`src/rtl/router_sync_n.sv`:
```
`default_nettype none
// ---------------------------------------------------------------------------
// router_sync_n : steers writes and full status to the addressed output FIFO
//                 and times out unread channels with a one-cycle soft reset.
// Revision 1.0
// ---------------------------------------------------------------------------
module router_sync_n #(
  parameter int NUM_PORTS = 3,
  parameter int ADDR_W    = 2,
  parameter int CNT_W     = 5,
  parameter int TIMEOUT   = 30
) (
  input  logic                 clock,
  input  logic                 resetn,
  input  logic                 detect_add,
  input  logic [ADDR_W-1:0]    data_in,
  input  logic                 write_enb_reg,
  input  logic [NUM_PORTS-1:0] read_enb,
  input  logic [NUM_PORTS-1:0] empty,
  input  logic [NUM_PORTS-1:0] full,
  input  logic [CNT_W-1:0]     timeout_cfg,
  input  logic                 clr_status,
  output logic [NUM_PORTS-1:0] vld_out,
  output logic [NUM_PORTS-1:0] write_enb,
  output logic                 fifo_full,
  output logic [NUM_PORTS-1:0] soft_reset,
  output logic                 addr_err,
  output logic [NUM_PORTS-1:0] timeout_status
);

  localparam logic [ADDR_W:0]  NUM_PORTS_EXT = NUM_PORTS[ADDR_W:0];
  localparam logic [CNT_W-1:0] TIMEOUT_DEF   = TIMEOUT[CNT_W-1:0];

  logic [ADDR_W-1:0]    addr_q;
  logic                 addr_vld;
  logic                 addr_in_range;
  logic [NUM_PORTS-1:0] sel;
  logic [NUM_PORTS-1:0] waiting;
  logic [CNT_W-1:0]     thr;
  logic [CNT_W-1:0]     thr_m1;
  logic [CNT_W-1:0]     cnt [NUM_PORTS];

  assign addr_in_range = ({1'b0, data_in} < NUM_PORTS_EXT);

  always_ff @(posedge clock) begin
    if (!resetn) begin
      addr_q   <= '0;
      addr_vld <= 1'b0;
      addr_err <= 1'b0;
    end else begin
      addr_err <= detect_add && !addr_in_range;
      if (detect_add) begin
        addr_q   <= data_in;
        addr_vld <= addr_in_range;
      end
    end
  end

  // One-hot select of the latched address; all-zero while the address is invalid.
  for (genvar k = 0; k < NUM_PORTS; k++) begin : g_sel
    assign sel[k] = addr_vld && (addr_q == ADDR_W'(k));
  end

  assign vld_out   = ~empty;
  assign write_enb = write_enb_reg ? sel : '0;
  assign fifo_full = |(full & sel);

  assign waiting = ~empty & ~read_enb;
  assign thr     = (timeout_cfg == '0) ? TIMEOUT_DEF : timeout_cfg;
  assign thr_m1  = thr - CNT_W'(1);

  // The counter restarts in the pulse cycle itself, so continuous waiting
  // pulses with a period of exactly thr cycles.
  always_ff @(posedge clock) begin
    if (!resetn) begin
      soft_reset     <= '0;
      timeout_status <= '0;
      for (int k = 0; k < NUM_PORTS; k++) cnt[k] <= '0;
    end else begin
      if (clr_status) timeout_status <= '0;
      for (int k = 0; k < NUM_PORTS; k++) begin
        if (waiting[k] && (cnt[k] >= thr_m1)) begin
          soft_reset[k]     <= 1'b1;
          cnt[k]            <= '0;
          timeout_status[k] <= 1'b1;
        end else if (waiting[k]) begin
          soft_reset[k] <= 1'b0;
          cnt[k]        <= cnt[k] + CNT_W'(1);
        end else begin
          soft_reset[k] <= 1'b0;
          cnt[k]        <= '0;
        end
      end
    end
  end

endmodule
`default_nettype wire

```
`config.mk`:
```
export PLATFORM = sky130hd
export DESIGN_NAME = router_sync_n
export DESIGN_NICKNAME = d
export VERILOG_FILES = /design/src/rtl/router_sync_n.sv
export SDC_FILE = /design/constraint.sdc
export NUM_CORES = 1
export LEC_CHECK = 0
export BUFFER_PORTS_ARGS = -buffer_cell sky130_fd_sc_hd__buf_4
export CAP_MARGIN = 20
export CELL_PAD_IN_SITES_DETAIL_PLACEMENT = 1
export CELL_PAD_IN_SITES_GLOBAL_PLACEMENT = 1
export CORE_ASPECT_RATIO = 1.75
export CORE_MARGIN = 2
export CORE_UTILIZATION = 41
export CTS_CLUSTER_DIAMETER = 80
export DETAILED_ROUTE_END_ITERATION = 7
export GPL_TIMING_DRIVEN = 0
export PLACE_DENSITY = 0.83
export SLEW_MARGIN = 0
export SYNTH_ARGS = -nofsm -noshare
export SYNTH_HDL_FRONTEND = slang
export SYNTH_SLANG_ARGS = --single-unit
```
`constraint.sdc`:
```
create_clock -name clock -period 2.3 [get_ports clock]
set_input_delay 0.115 -clock clock [delete_from_list [all_inputs] [get_ports clock]]
set_output_delay 0.115 -clock clock [all_outputs]
set_load 0.02 [all_outputs]
```
# Yosys cells after proc, flatten, opt, wreduce, memory -nomap -nowiden
# Memory sizes are Yosys's and may differ from the RTL's.
# Index checks and enable logic that the tools add are counted.
op_classes:
  n_addsub: 4
  n_mul: 0
  div: 0
  order_cmp: 4
  eq_ne: 2
  shifts: 0
  muxes: 49
  bitwise_logic: 13
  n_reduce_logical: 14
ops:
  columns: ["op", "count"]
  rows:
  - ["5-bit 2-to-1 mux", 10]
  - ["1-bit 2-to-1 mux", 37]
  - ["5-bit by 1-bit adder with 5-bit output, second input constant", 3]
  - ["5-bit >= comparator", 3]
  - ["1-bit bitwise OR", 9]
  - ["1-bit logical AND", 7]
  - ["3-bit AND", 2]
  - ["3-bit 2-to-1 mux", 2]
  - ["3-bit inverter", 2]
  - ["2-bit nonzero test", 3]
  - ["5-bit logical NOT", 1]
  - ["5-bit by 1-bit subtractor with 5-bit output, second input constant", 1]
  - ["3-bit OR reduction", 1]
  - ["2-bit by 1-bit equality test with 1-bit output, second input constant", 1]
  - ["2-bit equality test, second input constant", 1]
  - ["2-bit logical NOT", 1]
  - ["2-bit less-than comparator, second input constant", 1]
  - ["1-bit logical NOT", 1]
totals:
  reg_bits: 10
  latch_bits: 0
  ramBits: 15
  romBits: 0
  out_inout_bits: 14
  n_memories: 1
memory_table:
  columns: ["name", "depth", "width", "read_ports", "rd_clocked_by_memory_dff", "wr", "line_no", "rtl"]
  rows:
  - ["cnt", 3, 5, 3, 0, 3, "41", "logic [CNT_W-1:0] cnt [NUM_PORTS];"]

# Depth between registers and ports, before layout
# Gate-level depths: netlist of run 1.
depth:
  ltp_word: 11
  ltp_mapped: 8
  mapped_depth_nobuf: 8

# Least setup slack after synthesis of run 1
# No wires, ideal clock.
synth_path:
  kind: "input to register"
  start: "input timeout_cfg[2]"
  end: "memory cnt[1][2] (data pin)"
  setup_ns: 0.203
  arrival_time_ns: 1.732
  slack_ns: 0.366
  cell_stages: 7
  n_path_buf: 0
  cell_sequence: "o31a_1 a21oi_1 ha_1 nand2_1 o21ai_0 maj3_2 a2111oi_1"
synth_lines:
  columns: ["element", "line_no", "rtl"]
  rows:
  - ["from (decl)", "21", "input logic [CNT_W-1:0] timeout_cfg,"]
  - ["to (decl)", "41", null]

==> results of run 1 <==
## per-layer routing
metal | vias to the layer above | global-route usage | routed length [um]
met5 | - | 0 | 0
met4 | 0 | 0.1032 | 128
met3 | 11 | 0.02414 | 153
met2 | 40 | 0.3872 | 2248
met1 | 653 | 0.1965 | 1545
li1 | 682 | - | -
## sequential cells by signal (all words and copies together), names as in the netlist
name / count
addr_err: 1
addr_q: 2
addr_vld: 1
cnt: 15
soft_reset: 3
timeout_status: 3
## cell usage in the layout (no fill, tap or decap), types with 3 or more instances in the layout
| master | n |
|---|---|
| conb_1 | 15 |
| o21ai_0 | 6 |
| nor2b_1 | 6 |
| xnor2_1 | 6 |
| a2111oi_2 | 3 |
| nand3_1 | 10 |
| inv_1 | 11 |
| ha_1 | 13 |
| nor3b_1 | 5 |
| mux2i_1 | 3 |
| o21ai_1 | 3 |
| nand2_1 | 16 |
| edfxtp_1 | 15 |
| a211oi_1 | 6 |
| and2_1 | 3 |
| nor2_1 | 3 |
| clkbuf_8 | 3 |
| buf_4 | 34 |
| dfxtp_1 | 10 |
| a21oi_1 | 5 |
| xor2_1 | 5 |
## power groups by stage
stage / registers, mW / logic [mW] / clock network (mW)
after floorplan: 0.529 / 0.126 / 0
after global routing: 0.522 / 0.253 / 0.302
after CTS: 0.518 / 0.225 / 0.287
after detailed placement: 0.528 / 0.223 / 0
final: 0.518 / 0.230 / 0.278
after global placement: 0.526 / 0.206 / 0
## synth_stat cells (2+ instances only)
cell type and instances:
o21ai_0 7, o31a_1 2, mux2i_1 3, o211a_1 2, inv_1 11, maj3_1 2
a21boi_0 2, xnor2_1 6, nand3_1 10, and2_1 3, nor2_1 3, dfxtp_1 10
o21ai_1 2, nand3b_1 2, edfxtp_1 15, o31ai_1 2, nor2b_1 6, a21o_1 2
nor3b_1 5, xor2_1 5, nand2_1 16, a2111oi_1 3, a32o_1 2, a211oi_1 6
a21oi_1 5, or3_1 2, ha_1 13
## cells by family (layout without fill, tap and decap cells)
kind of cell,count (synthesis),after routing
AND/OR/NAND/NOR,52,52
AO/OA/AOI/OAI,39,39
flip-flops,25,25
adder cells (fa/ha/maj),16,16
buffers and inverters,12,50
XOR/XNOR,11,11
multiplexers,3,3
other,1,15
## how the worst max path moves through the flow
| stage | startpoint | end | slack (ps) | cells after the start |
|---|---|---|---|---|
| 2_1_floorplan | timeout_cfg[2] | cnt[1][2] | 370 | 7 |
| 3_3_place_gp | timeout_cfg[2] | cnt[1][4] | -10 | 8 |
| 3_5_place_dp | timeout_cfg[0] | cnt[1][4] | -130 | 8 |
| 4_1_cts | cnt[1][2] | cnt[1][4] | 60 | 5 |
| 5_1_grt | cnt[1][2] | cnt[1][3] | 4 | 5 |
| 6_report | cnt[1][0] | cnt[1][3] | 140 | 6 |
## through the flow
step,hold WS [ps],TNS [ps]
after floorplan,215.2,0
after global placement,314.2,-13.01
after detailed placement,331.8,-352.9
after CTS,29.13,0
after global routing,44.19,0
final,31.65,0
## cell type report
cell class	count	area [um^2]
repair buffers	34	255.2
fillers	463	1769
inverters	11	41.29
clock buffers	3	41.29
well taps	48	60.06
plain buffers	1	5.005
flip-flops and latches	25	650.6
clock inverters	1	6.256
multi-input cells	136	962.2
==> flow_summary.json, run 1 <==
{
  "place_congestion": 0.8047,
  "rsz0062_at_grt": "false",
  "critical-path-max-stage-delay_ps": 450,
  "gr-total-overflow": 0,
  "r2r-end": "cnt[1][3]",
  "grt_max_degree": 16,
  "drc": 0,
  "worst-setup-path-type": "flop to flop",
  "layout_setup_ws_ps": 140.8,
  "grt_pass1_vias": 1484,
  "synth_top_cell_by_area": "edfxtp_1",
  "crit_required_ps": 2370,
  "finalClockSkew_ps": 6.501,
  "internal-power_uw": 717.3,
  "clockBufferDepth": 2,
  "synth-xor-area-share": 0.06034,
  "swShare": 0.3005,
  "hpwl_um": 3285,
  "antenna_found_initial": 0,
  "period_minus_slack_ps": 2159,
  "drive_gt1_frac": 0.2133,
  "portBuffers": 34,
  "dpl-instance-area_um2": 1964,
  "antenna_left": 0,
  "postCtsHoldBufs": 0,
  "avgSynthCellArea_um2": 10.04,
  "grt_pass1_wl_um": 6665,
  "pre_cts_slack_ps": -129.6,
  "crit_fanout": 5,
  "worstMarginPinSlew_ps": 813.7,
  "cp_cell_sequence": "inv_1, ha_1, nor2b_1, o21ai_1, maj3_2, a2111oi_1",
  "tritoncts": "built",
  "cts-root-buf": "clkbuf_8",
  "maxSlewViolCount": 0,
  "p_switching_uw": 308.2,
  "synth_top_family_by_area": "simple AND/OR/NAND/NOR gates",
  "final_nets": 246,
  "ys_types": 39,
  "clk_latency_ps": 270,
  "wirelength_um": 4075,
  "total_power_mw": 1.025,
  "synth_compound_area_frac": 0.1787,
  "post-cts-setup-buffer-count": 0,
  "outcome": "completed",
  "netlist_instances": 159,
  "row_count": 30,
  "fin_util": 0.5333,
  "crit_arrival_ps": 2230,
  "design.die.area_um2": 4429,
  "synth_top_area_frac": 0.2821,
  "synthTopCellsByArea": "edfxtp_1 28%, dfxtp_1 13%, ha_1 10%, nand2_1 3.8%, xnor2_1 3.3%",
  "diodes": 0,
  "drtIter0Drc": 12,
  "async_reset_ff_frac": 0,
  "startpoint_type": "flop",
  "crit_family": "adder cells",
  "finalCritPeriodShare": 0.9388,
  "whs_path_depth": 2,
  "clock_sinks": 25,
  "hold_class": "input pin to flop",
  "setup_viol": 0,
  "crit_path_top_delay_cell": "edfxtp_1",
  "slew_headroom": 0.4563,
  "rrSetupSlack_ps": 140,
  "min_to": "addr_vld",
  "rr_worst_depth": 6,
  "numCtsBuffers": 3,
  "cts.htree.levels": 1,
  "fp.dieH_um": 86.55,
  "p_leak_nw": 0.8824,
  "io_pins": 35,
  "combPwrFrac": 0.224,
  "initial_core_util": 0.4211,
  "synth.area.mux_share": 0.01881,
  "synth_fa_ha_area_frac": 0.1215,
  "cts_resized": 0,
  "dr.pass1.iters": 4,
  "area_delta_synth_final_pct": 26.65,
  "clkPwrFrac": 0.271,
  "r2r_start": "cnt[1][0]",
  "synth-seq-area-share": 0.4075,
  "cp_num_buf_inv": 1,
  "synth_warnings": 0,
  "clk_pin_slew_ps": 100,
  "instances_no_fill": 259,
  "ys.flop_type": "edfxtp_1",
  "endpoint_kind": "flop",
  "core-area_um2": 3791,
  "p_per_area_nw_per_um2": 507.2,
  "ir_drop_uv": 334.1,
  "post-place-cells": 255,
  "min_from": "data_in[1]",
  "wl_per_cell_um": 15.73,
  "fmax_mhz": 463.1,
  "synth_edf_count": 15,
  "design_area_um2": 2022,
  "ys_ff_latch": 25,
  "syn-cell-area_um2": 1597,
  "die_w_um": 51.17,
  "viasPerCell": 5.351,
  "cap_violations": 0,
  "grt_usage": 0.1994,
  "num_vias": 1386,
  "yosys.area_share.simple": 0.1818,
  "seqPwrFrac": 0.505,
  "hold_viol": 0
}
Power figures use the tool's default switching activity.
==> run 2: changes to the inputs <==
--- a/config.mk
+++ b/config.mk
@@ -11,11 +11,11 @@
 export CELL_PAD_IN_SITES_GLOBAL_PLACEMENT = 1
 export CORE_ASPECT_RATIO = 1.75
 export CORE_MARGIN = 2
-export CORE_UTILIZATION = 41
+export CORE_UTILIZATION = 28
 export CTS_CLUSTER_DIAMETER = 80
 export DETAILED_ROUTE_END_ITERATION = 7
 export GPL_TIMING_DRIVEN = 0
-export PLACE_DENSITY = 0.83
+export PLACE_DENSITY = 0.61
 export SLEW_MARGIN = 0
 export SYNTH_ARGS = -nofsm -noshare
 export SYNTH_HDL_FRONTEND = slang
==> run 2 against run 1 <==
Net effect:
- die area up 43%
- critical path type unchanged
- routed wire length decreased by 5.6%
- critical endpoint is now cnt[1][4]
- largest cell class unchanged
- first-iteration DRC count rose to 3.4 times the previous value
- sequential cell count unchanged
- non-clock buffer count is the same
- fmax rose by 1.0%
==> flow_summary.json, run 2 (synthesis results as in run 1) <==
{
  "outcome": "completed",
  "cp.depth": 5,
  "cts.htree.levels": 1,
  "crit_arrival_ps": 2210,
  "ir_drop_uv": 202.1,
  "period_minus_slack_ps": 2137,
  "cap_violations": 0,
  "grt_max_degree": 15,
  "critical-path-max-stage-delay_ps": 480,
  "dr.pass1.iters": 4,
  "grt_pass1_vias": 1417,
  "clk_pin_slew_ps": 100,
  "portBuffers": 34,
  "slew_headroom": 0.4185,
  "finalClockSkew_ps": 2.646,
  "antenna_found_initial": 0,
  "clock_sinks": 25,
  "startpoint_type": "flop",
  "cts-root-buf": "clkbuf_8",
  "gr-total-overflow": 0,
  "whs_path_depth": 2,
  "p_leak_nw": 0.8808,
  "crit_family": "adder cells",
  "hpwl_um": 3126,
  "hold_class": "input pin to flop",
  "worst-setup-path-type": "flop to flop",
  "drc": 0,
  "rsz0062_at_grt": "true",
  "postCtsHoldBufs": 0,
  "endpoint_kind": "flop",
  "pre_cts_slack_ps": -77.12,
  "design.die.area_um2": 6346,
  "drtIter0Drc": 41,
  "num_vias": 1364,
  "cts_resized": 0,
  "wirelength_um": 3845,
  "setup_viol": 0,
  "place_congestion": 0.7407,
  "tritoncts": "built",
  "rr_worst_depth": 5,
  "largest_register_ffs": 15,
  "viasPerCell": 4.753,
  "numCtsBuffers": 3,
  "cp_num_buf_inv": 0,
  "area_delta_synth_final_pct": 28.13,
  "clockBufferDepth": 2,
  "reg_top3": "cnt (15), soft_reset (3), timeout_status (3)",
  "finalCritPeriodShare": 0.9293,
  "crit_fanout": 5,
  "initial_core_util": 0.2882,
  "post-place-cells": 283,
  "rrSetupSlack_ps": 160,
  "post-cts-setup-buffer-count": 0,
  "worstMarginPinSlew_ps": 870.3,
  "hold_viol": 0,
  "die_w_um": 61.08,
  "row_count": 36,
  "crit_path_top_delay_cell": "edfxtp_1",
  "crit_required_ps": 2370,
  "final_cell_mix": "34 x buf_4, 16 x nand2_1, 15 x edfxtp_1, 15 x conb_1, 13 x ha_1",
  "antenna_left": 0,
  "core-area_um2": 5540,
  "maxSlewViolCount": 0,
  "drive_gt1_frac": 0.2038,
  "top_register": "cnt",
  "layout_setup_ws_ps": 162.6,
  "fp.dieH_um": 103.9,
  "diodes": 0,
  "cp_cell_sequence": "ha_1, a21oi_1, o21ai_0, maj3_2, a2111oi_1",
  "instances_no_fill": 287,
  "p_per_area_nw_per_um2": 495.4,
  "wl_per_cell_um": 13.40,
  "io_pins": 35,
  "fmax_mhz": 467.9,
  "final_nets": 246,
  "final_common_cell": "buf_4",
  "clk_latency_ps": 280,
  "grt_usage": 0.1328,
  "grt_pass1_wl_um": 6492
}
[run 2: final cells by class]
cell class	count	area [um^2]
clock buffers	3	41.29
inverters	11	41.29
multi-input cells	136	952.2
clock inverters	1	5.005
flip-flops and latches	25	650.6
well taps	76	95.09
repair buffers	34	255.2
plain buffers	1	5.005
fillers	698	3495
[run 2: report_power, final]
group	total, mW	switching (mW)	internal [mW]
logic	0.217	0.123	0.0933
clock network	0.280	0.158	0.122
registers	0.517	0.0201	0.497
total	1.01	0.301	0.712
[run 2: metrics by stage]
step / total power, mW / cell area [um^2] / hold slack, ps / utilization / setup TNS (ps)
6_report: 1.013 / 2046 / 27.58 / 0.3692 / 0
3_5_place_dp: 0.7479 / 1999 / 330.3 / 0.3609 / -132.2
4_1_cts: 1.028 / 2046 / 21.42 / 0.3692 / 0
3_3_place_gp: 0.7405 / 1999 / 324.6 / 0.3609 / -55.53
2_1_floorplan: 0.6543 / 1649 / 215.2 / - / 0
5_1_grt: 1.070 / 2046 / 25.88 / 0.3692 / -52.77
[run 2: worst paths after layout]
check                         start           endpoint
hold / removal           data_in[1]           addr_vld
setup reg to reg          cnt[1][2]          cnt[1][4]
setup / recovery          cnt[1][2]          cnt[1][4]
hold reg to reg   timeout_status[1]  timeout_status[1]
[run 2: metal layers]
metal | vias to the layer above | wire (um) | global-route usage
met4 | 0 | 79 | 0.05590
met5 | - | 0 | 0
met1 | 646 | 1584 | 0.1563
li1 | 682 | - | -
met3 | 5 | 121 | 0.008706
met2 | 31 | 2059 | 0.2340
==> run 3: changes to the inputs <==
--- a/config.mk
+++ b/config.mk
@@ -15,6 +15,7 @@
 export CTS_CLUSTER_DIAMETER = 80
 export DETAILED_ROUTE_END_ITERATION = 7
 export GPL_TIMING_DRIVEN = 0
+export HOLD_SLACK_MARGIN = 0.1
 export PLACE_DENSITY = 0.61
 export SLEW_MARGIN = 0
 export SYNTH_ARGS = -nofsm -noshare
==> run 3 against run 2 <==
Net effect:
- worst setup slack did not move
- combinational power barely moved
- total power rose by 0.34%
- design area rose by 0.98%
- utilization rose by 0.36 points
- routed wire length rose by 0.96%
- worst hold slack improved by 85 ps
- fmax did not move
- critical path type unchanged
==> flow_summary.json, run 3 (synthesis results as in run 1) <==
{
  "outcome": "completed",
  "cts.htree.levels": 1,
  "maxSlewViolCount": 0,
  "critical-path-max-stage-delay_ps": 480,
  "startpoint_type": "flop",
  "final_nets": 248,
  "p_leak_nw": 0.8904,
  "grt_pass1_wl_um": 6541,
  "grt_max_degree": 15,
  "post-place-cells": 283,
  "grt_usage": 0.1338,
  "fmax_mhz": 467.9,
  "r2r-end": "cnt[1][4]",
  "cts_resized": 0,
  "crit_fanout": 5,
  "instances_no_fill": 289,
  "place_congestion": 0.7407,
  "finalClockSkew_ps": 2.689,
  "clk_pin_slew_ps": 100,
  "area_delta_synth_final_pct": 29.39,
  "top_register": "cnt",
  "setup_viol": 0,
  "cap_violations": 0,
  "grt_pass1_vias": 1426,
  "drc": 0,
  "crit_path_top_delay_cell": "edfxtp_1",
  "portBuffers": 34,
  "worstMarginPinSlew_ps": 870.3,
  "final_cell_mix": "34 x buf_4, 16 x nand2_1, 15 x edfxtp_1, 15 x conb_1, 13 x ha_1",
  "design.die.area_um2": 6346,
  "clk_latency_ps": 280,
  "cts-root-buf": "clkbuf_8",
  "core-area_um2": 5540,
  "seqPwrFrac": 0.509,
  "rrSetupSlack_ps": 160,
  "initial_core_util": 0.2882,
  "combPwrFrac": 0.216,
  "diodes": 0,
  "dpl-instance-area_um2": 1999,
  "dr.pass1.iters": 4,
  "p_per_area_nw_per_um2": 492.3,
  "slew_headroom": 0.4185,
  "row_count": 36,
  "die_w_um": 61.08,
  "reg_top3": "cnt (15), soft_reset (3), timeout_status (3)",
  "numCtsBuffers": 3,
  "clkPwrFrac": 0.275,
  "ir_drop_uv": 202.2,
  "crit_arrival_ps": 2210,
  "hold_class": "input pin to flop",
  "design_area_um2": 2066,
  "tritoncts": "built",
  "num_vias": 1375,
  "clockBufferDepth": 2,
  "internal-power_uw": 714.9,
  "io_pins": 35,
  "whs_path_depth": 3,
  "hpwl_um": 3126,
  "antenna_found_initial": 0,
  "total_power_mw": 1.017,
  "clock_sinks": 25,
  "worst-setup-path-type": "flop to flop",
  "period_minus_slack_ps": 2137,
  "cp_cell_sequence": "ha_1, a21oi_1, o21ai_0, maj3_2, a2111oi_1",
  "endpoint_kind": "flop",
  "drive_gt1_frac": 0.2019,
  "rsz0062_at_grt": "true",
  "wl_per_cell_um": 13.43,
  "drtIter0Drc": 37,
  "p_switching_uw": 301.9,
  "finalCritPeriodShare": 0.9293,
  "wirelength_um": 3882,
  "swShare": 0.2969,
  "min_to": "addr_q[0]",
  "viasPerCell": 4.758,
  "r2r_start": "cnt[1][2]",
  "hold_viol": 0,
  "fin_util": 0.3729,
  "fp.dieH_um": 103.9,
  "final_common_cell": "buf_4",
  "rr_worst_depth": 5,
  "antenna_left": 0,
  "largest_register_ffs": 15,
  "gr-total-overflow": 0,
  "fill_cells": 699,
  "crit_required_ps": 2370,
  "min_from": "data_in[0]"
}
[run 3: cell count changes in the layout (fill, tap and decap cells not counted)]
cell / previous run / this run
dlygate4sd3_1: 0 / 2
[run 3: layout make-up]
cell class | count | area, um^2 | area share
clock buffers | 3 | 41.29 | 0.01999
inverters | 11 | 41.29 | 0.01999
well taps | 76 | 95.09 | 0.04603
repair buffers | 36 | 275.3 | 0.1333
clock inverters | 1 | 5.005 | 0.002423
plain buffers | 1 | 5.005 | 0.002423
flip-flops and latches | 25 | 650.6 | 0.3150
multi-input cells | 136 | 952.2 | 0.4609
[run 3: power by group through the flow]
stage               combinational (mW)  clock [mW]  sequential, mW
finish                           0.220       0.280           0.517
global route                     0.250       0.302           0.521
CTS                              0.224       0.289           0.518
detailed placement               0.220           0           0.528
global placement                 0.213           0           0.528
floorplan                        0.126           0           0.529
[run 3: metrics by stage]
stage	TNS [ps]	setup slack, ps	hold slack [ps]
final	0	162.6	112.3
after CTS	0	145.0	112.4
after detailed placement	-132.2	-77.12	330.3
after global routing	-52.77	-30.35	131.2
after global placement	-55.53	-55.53	324.6
after floorplan	0	365.5	215.2
[run 3: per-layer routing]
metal | GRT usage | up-vias | part of all wire
met2 | 0.2356 | 31 | 0.54
li1 | - | 686 | -
met3 | 0.008706 | 5 | 0.031
met1 | 0.1578 | 653 | 0.41
met4 | 0.05590 | 0 | 0.020
met5 | 0 | - | 0
[run 3: how the worst max path moves through the flow]
stage / cells past startpoint / end / startpoint / slack (ps)
global route: 5 / cnt[1][4] / cnt[1][2] / -30
floorplan: 7 / cnt[1][2] / timeout_cfg[2] / 370
CTS: 5 / cnt[1][4] / cnt[1][2] / 150
global placement: 8 / cnt[1][4] / timeout_cfg[2] / -60
finish: 5 / cnt[1][4] / cnt[1][2] / 160
detailed placement: 8 / cnt[1][4] / timeout_cfg[2] / -80
[run 3: critical path, delay by kind of cell, from the launching register on]
family                   cells  cell delay [ps]
AO/OA/AOI/OAI                3              710
adder cells (fa/ha/maj)      2              750
flip-flops                   1              480
[run 3: timing repair]
action | in CTS | in global routing
hold buffers | 2 | 0
setup endpoints to repair | 0 | 2
setup buffers | 0 | 0
hold endpoints to repair | 1 | 0
